<file path="config.mk">
export PLATFORM = sky130hd
export DESIGN_NAME = mux8_scan_seq
export DESIGN_NICKNAME = d
export VERILOG_FILES = /design/src/rtl/mux8_scan_seq.sv
export SDC_FILE = /design/constraint.sdc
export NUM_CORES = 1
export LEC_CHECK = 0
export ABC_AREA = 1
export ABC_CLOCK_PERIOD_IN_PS = 4100
export BUFFER_PORTS_ARGS = -buffer_cell sky130_fd_sc_hd__buf_2
export CAP_MARGIN = 20
export CORE_ASPECT_RATIO = 0.8
export CORE_MARGIN = 2
export CORE_UTILIZATION = 35
export DETAILED_ROUTE_END_ITERATION = 12
export PLACE_DENSITY = 0.57
export REMOVE_ABC_BUFFERS = 1
export SLEW_MARGIN = 10
export SYNTH_ARGS = -nofsm -noshare
export SYNTH_HDL_FRONTEND = slang
export SYNTH_SLANG_ARGS = --single-unit
</file>
<file path="constraint.sdc">
create_clock -name clk -period 4.1 [get_ports clk]
set_clock_uncertainty 0.15 [all_clocks]
set_input_delay 0.41 -clock clk [delete_from_list [all_inputs] [get_ports clk]]
set_output_delay 0.41 -clock clk [all_outputs]
set_load 0.005 [all_outputs]
</file>
<file path="src/rtl/mux8_scan_seq.sv">
// mux8_scan_seq
//
// Upstream sequencer for an external 8:1 bit multiplexer (mux8x1). A word is
// accepted over a valid/ready handshake and held on the mux data inputs. The
// mux select is then stepped through all eight positions, so the mux output
// becomes a framed serial stream. Each bit is held for BIT_CYCLES clocks. Bit
// order is LSB first (select 0..7) or, when MSB_FIRST is set, MSB first
// (select 7..0).
//
// Parameters
//   BIT_CYCLES   clocks each bit is held, 1..255
//   MSB_FIRST    0: select order 0->7, 1: select order 7->0
//
// Ports
//   clk           single clock, all state on the rising edge
//   rst_n         asynchronous active-low reset
//   load_data_i   word to serialize
//   load_valid_i  load_data_i is valid
//   load_ready_o  a word can be accepted (IDLE)
//   abort_i       synchronous cancel of the word in progress
//   mux_in_o      registered word, drives mux8x1.in
//   mux_sel_o     registered select, drives mux8x1.sel
//   mux_out_i     returned mux8x1.out
//   ser_data_o    current serial bit, a direct pass-through of mux_out_i
//   ser_valid_o   ser_data_o carries a live bit
//   ser_last_o    current bit is the eighth bit of the word
//   busy_o        serialization in progress

module mux8_scan_seq #(
    parameter int unsigned BIT_CYCLES = 1,
    parameter bit          MSB_FIRST  = 1'b0
) (
    input  logic       clk,
    input  logic       rst_n,
    input  logic [7:0] load_data_i,
    input  logic       load_valid_i,
    output logic       load_ready_o,
    input  logic       abort_i,
    output logic [7:0] mux_in_o,
    output logic [2:0] mux_sel_o,
    input  logic       mux_out_i,
    output logic       ser_data_o,
    output logic       ser_valid_o,
    output logic       ser_last_o,
    output logic       busy_o
);

    typedef enum logic {
        StIdle,
        StShift
    } state_e;

    // Terminal value of the period counter and the first/last select positions.
    localparam logic [7:0] PerLast  = 8'(BIT_CYCLES - 1);
    localparam logic [2:0] SelFirst = MSB_FIRST ? 3'd7 : 3'd0;

    state_e     state_q, state_d;
    logic [7:0] mux_in_q, mux_in_d;
    logic [2:0] mux_sel_q, mux_sel_d;
    logic [2:0] bit_cnt_q, bit_cnt_d;
    logic [7:0] per_cnt_q, per_cnt_d;

    logic       per_wrap;
    logic [2:0] sel_step;

    assign per_wrap = (per_cnt_q == PerLast);
    assign sel_step = MSB_FIRST ? (mux_sel_q - 3'd1) : (mux_sel_q + 3'd1);

    // ------------------------------------------------------------------------
    // Next-state logic
    // ------------------------------------------------------------------------
    always_comb begin
        state_d   = state_q;
        mux_in_d  = mux_in_q;
        mux_sel_d = mux_sel_q;
        bit_cnt_d = bit_cnt_q;
        per_cnt_d = per_cnt_q;

        unique case (state_q)
            StIdle: begin
                // abort_i is deliberately ignored here: a load alongside an
                // abort in IDLE is still accepted.
                if (load_valid_i) begin
                    state_d   = StShift;
                    mux_in_d  = load_data_i;
                    mux_sel_d = SelFirst;
                    bit_cnt_d = 3'd0;
                    per_cnt_d = 8'd0;
                end
            end

            StShift: begin
                if (abort_i) begin
                    state_d   = StIdle;
                    mux_sel_d = 3'd0;
                    bit_cnt_d = 3'd0;
                    per_cnt_d = 8'd0;
                end else if (per_wrap) begin
                    per_cnt_d = 8'd0;
                    if (bit_cnt_q == 3'd7) begin
                        // Word complete; mux_in keeps the last word.
                        state_d   = StIdle;
                        mux_sel_d = 3'd0;
                        bit_cnt_d = 3'd0;
                    end else begin
                        mux_sel_d = sel_step;
                        bit_cnt_d = bit_cnt_q + 3'd1;
                    end
                end else begin
                    per_cnt_d = per_cnt_q + 8'd1;
                end
            end

            default: begin
                state_d   = StIdle;
                mux_sel_d = 3'd0;
                bit_cnt_d = 3'd0;
                per_cnt_d = 8'd0;
            end
        endcase
    end

    // ------------------------------------------------------------------------
    // State registers
    // ------------------------------------------------------------------------
    always_ff @(posedge clk or negedge rst_n) begin
        if (!rst_n) begin
            state_q   <= StIdle;
            mux_in_q  <= 8'h00;
            mux_sel_q <= 3'd0;
            bit_cnt_q <= 3'd0;
            per_cnt_q <= 8'd0;
        end else begin
            state_q   <= state_d;
            mux_in_q  <= mux_in_d;
            mux_sel_q <= mux_sel_d;
            bit_cnt_q <= bit_cnt_d;
            per_cnt_q <= per_cnt_d;
        end
    end

    // ------------------------------------------------------------------------
    // Outputs: decoded straight from registers, so the asynchronous reset
    // takes effect on them without waiting for a clock edge.
    // ------------------------------------------------------------------------
    assign mux_in_o     = mux_in_q;
    assign mux_sel_o    = mux_sel_q;
    assign ser_data_o   = mux_out_i;
    assign ser_valid_o  = (state_q == StShift);
    assign busy_o       = (state_q == StShift);
    assign load_ready_o = (state_q == StIdle);
    assign ser_last_o   = (state_q == StShift) && (bit_cnt_q == 3'd7);

`ifndef SYNTHESIS
    // The select always parks at 0 between words.
    a_sel_parked : assert property (@(posedge clk) disable iff (!rst_n)
        (state_q == StIdle) |-> (mux_sel_q == 3'd0));

    // The period counter never runs past the bit period.
    a_per_range : assert property (@(posedge clk) disable iff (!rst_n)
        per_cnt_q <= PerLast);
`endif

endmodule
</file>
==> flow_summary.yaml <==
detailed_routing:
  drc: 0
  wl_um: 2490
  wire_per_inst_um: 11.8
  ant_nets: 0
  route.vias.total: 985
  viasPerCell: 4.69
  dr.pass1.iters: 4
  drt_iter0_drc: 60
setup_path:
  slowest_delay_ns: 0.40
  worstPathArrival_ns: 1.25
  criticalPathCategory: "flop to output pin"
  start_kind: "flop"
  timing.critical_path.buf_inv: 2
  crit_chain: "ha_1 > ha_1 > nand2_1 > inv_1 > buf_2"
  critPathMostFrequentCell: "ha_1"
  worstSetupEndpointType: "output pin"
  r2r_slack_ns: 2.54
  critical-path-slowest-cell: "dfrtp_1"
  required_ns: 3.54
  cp_top_family: "flip-flops"
  path_max_fanout: 3
finish:
  synthToLayoutAreaGrowth_pct: 16.5
  seqCellArea_um2: 576
  final_common_cell: "nand2_1"
  final_cell_mix: "nand2_1, buf_2, dfrtp_1, nor2_1, inv_1"
  nets: 187
  drive_gt1_frac: 0.298
  finalNonFillerCells: 210
  antenna_cells: 0
  nFillCells: 360
  multi_input_area_um2: 572
logic_synthesis:
  yosysWarningCount: 0
  ys_seq_elements: 23
  synth_simple_gate_area_frac: 0.301
  synth_top_family_by_area: "simple AND/OR/NAND/NOR gates"
  synthMuxAreaShare: 0.0724
  synth_xor_area_frac: 0.0141
  synth_cells: 141
  ys_seq_area_frac: 0.462
  synth_area_um2: 1240
  synth_compound_area_frac: 0.0221
  synthAdderAreaFrac: 0.0503
  syn_area_per_cell_um2: 8.83
  synth.distinct_cells: 20
power_and_ir_drop:
  power_density_nw_per_um2: 517
  pwr-share-seq: 0.447
  ir_drop_mv: 0.234
  power_frac_comb: 0.364
  clock_power_share: 0.189
  p_leak_nw: 0.776
  swShare: 0.357
  p_int_uw: 482
  switchingPower_uw: 268
  total_power_uw: 750
timing:
  rsz0062_at_grt: "no"
  tns_ns: 0
  worstMarginPinSlew_ns: 0.530
  hold_ws_ns: 0.223
  fin_crit_ns: 1.81
  max_clock_freq_mhz: 551
  setup-violations-final: 0
  setup_ws_ns: 2.29
  finalCritPeriodShare: 0.443
  final-hold-violation-count: 0
  relSlewSlack: 0.647
  slew_viol_final: 0
cts:
  clk_latency_ns: 0.26
  cts_made_buffers: 3
  numClockSinks: 23
  ctsResizeCount: 0
  htreeDepth: 1
  clk_path_buf_depth: 2
  cts_tree: "done"
  cts.clk_slew.worst_paths_ns: 0.09
  root_buffer: "clkbuf_8"
die:
  die_h_um: 57.3
  coreArea_um2: 3420
  rows: 19
  die_area_um2: 4050
  die_w_um: 70.7
  pin_count: 29
  start_util: 0.364
grt:
  grt_pass1_wl_um: 4300
  grt_pass1_vias: 943
  grt_overflow_total: 0
  antenna_found_initial: 0
  grt.total_usage: 0.132
  grt_max_degree: 24
job:
  cap_violations: 0
placement:
  globalplace.congestion: 0.817
  dp_slack_ns: 2.55
  place_inst: 205
  dp_hpwl_um: 1890
  portBuffers: 26
status:
  status: "complete, no violations"
min_path:
  hp-class: "primary input to flop"
## logic make-up after synthesis
family / Yosys count
multiplexers: 8
XOR/XNOR: 2
flip-flops: 23
AO/OA/AOI/OAI: 5
adder cells (fa/ha/maj): 5
AND/OR/NAND/NOR: 77
buffers and inverters: 21
## power by group through the flow
stage	clock (mW)	sequential (mW)	combinational, mW
after CTS	0.148	0.336	0.278
after floorplan	0	0.341	0.164
after global placement	0	0.337	0.273
final	0.141	0.335	0.273
after global routing	0.154	0.345	0.308
after detailed placement	0	0.341	0.277
## sequential cells by signal, summed over array words and instances (netlist names)
name,flops
mux_in_o,8
per_cnt_q,8
busy_o,1
mux_sel_o,3
bit_cnt_q,3
## routing by layer
metal | global-route usage | routed length (um) | up-vias | share of wire
met5 | 0 | 0 | - | 0
met3 | 0.0212 | 38 | 2 | 0.015
met1 | 0.192 | 1240 | 475 | 0.50
met2 | 0.203 | 1200 | 5 | 0.48
met4 | 0.0404 | 13 | 0 | 0.0052
li1 | - | - | 503 | -
## cell usage after synthesis
cell / instances / share of area
dfrtp_1: 23 / 0.46
a21oi_1: 1 / 0.0040
inv_1: 13 / 0.039
mux2_2: 8 / 0.072
o21bai_1: 1 / 0.0060
nand2_2: 2 / 0.010
nand3_1: 11 / 0.044
inv_2: 4 / 0.012
ha_1: 5 / 0.050
buf_4: 3 / 0.018
nor2_1: 15 / 0.045
nand2_1: 36 / 0.11
xor2_1: 2 / 0.014
nor2_8: 1 / 0.016
nor2_4: 1 / 0.0090
nand2_4: 3 / 0.027
o21ai_0: 3 / 0.012
nand4_1: 7 / 0.035
nor2_2: 1 / 0.0050
buf_6: 1 / 0.0090
## worst paths after layout
check                                     from           end  depth (start not counted)
worst max-delay path              bit_cnt_q[0]    ser_last_o                          5
worst min-delay path            load_data_i[2]   mux_in_o[2]                          2
worst max register to register    per_cnt_q[0]  bit_cnt_q[1]                          9
worst min register to register    bit_cnt_q[2]  bit_cnt_q[2]                          2
max in group asynchronous                rst_n  per_cnt_q[6]                          2
min in group asynchronous                rst_n  mux_sel_o[1]                          2
## what timing repair did
action,4_1_cts,5_1_grt
hold buffers,1,0
hold endpoints to repair,23,0
buffers inserted,0,0
## worst register-to-register path: cells and delay by family (launching register included)
kind                     cells  cell delay, ns
adder cells (fa/ha/maj)      1            0.20
buffers and inverters        1            0.15
flip-flops                   1            0.40
AND/OR/NAND/NOR              7            0.57
## stage by stage
stage               instance area (um^2)  utilization
finish                              1450        0.424
CTS                                 1450        0.424
detailed placement                  1390        0.407
global route                        1450        0.424
floorplan                           1210            -
global placement                    1390        0.407
## area by class of cell
class                      count  area share
inverter                      17      0.0440
timing repair buffer          27      0.0966
sequential                    23       0.397
multi-input combinational     97       0.394
clock buffer                   3      0.0285
tap                           42      0.0362
clock inverter                 1     0.00345
Note: power is estimated with default switching activity, not from simulation.
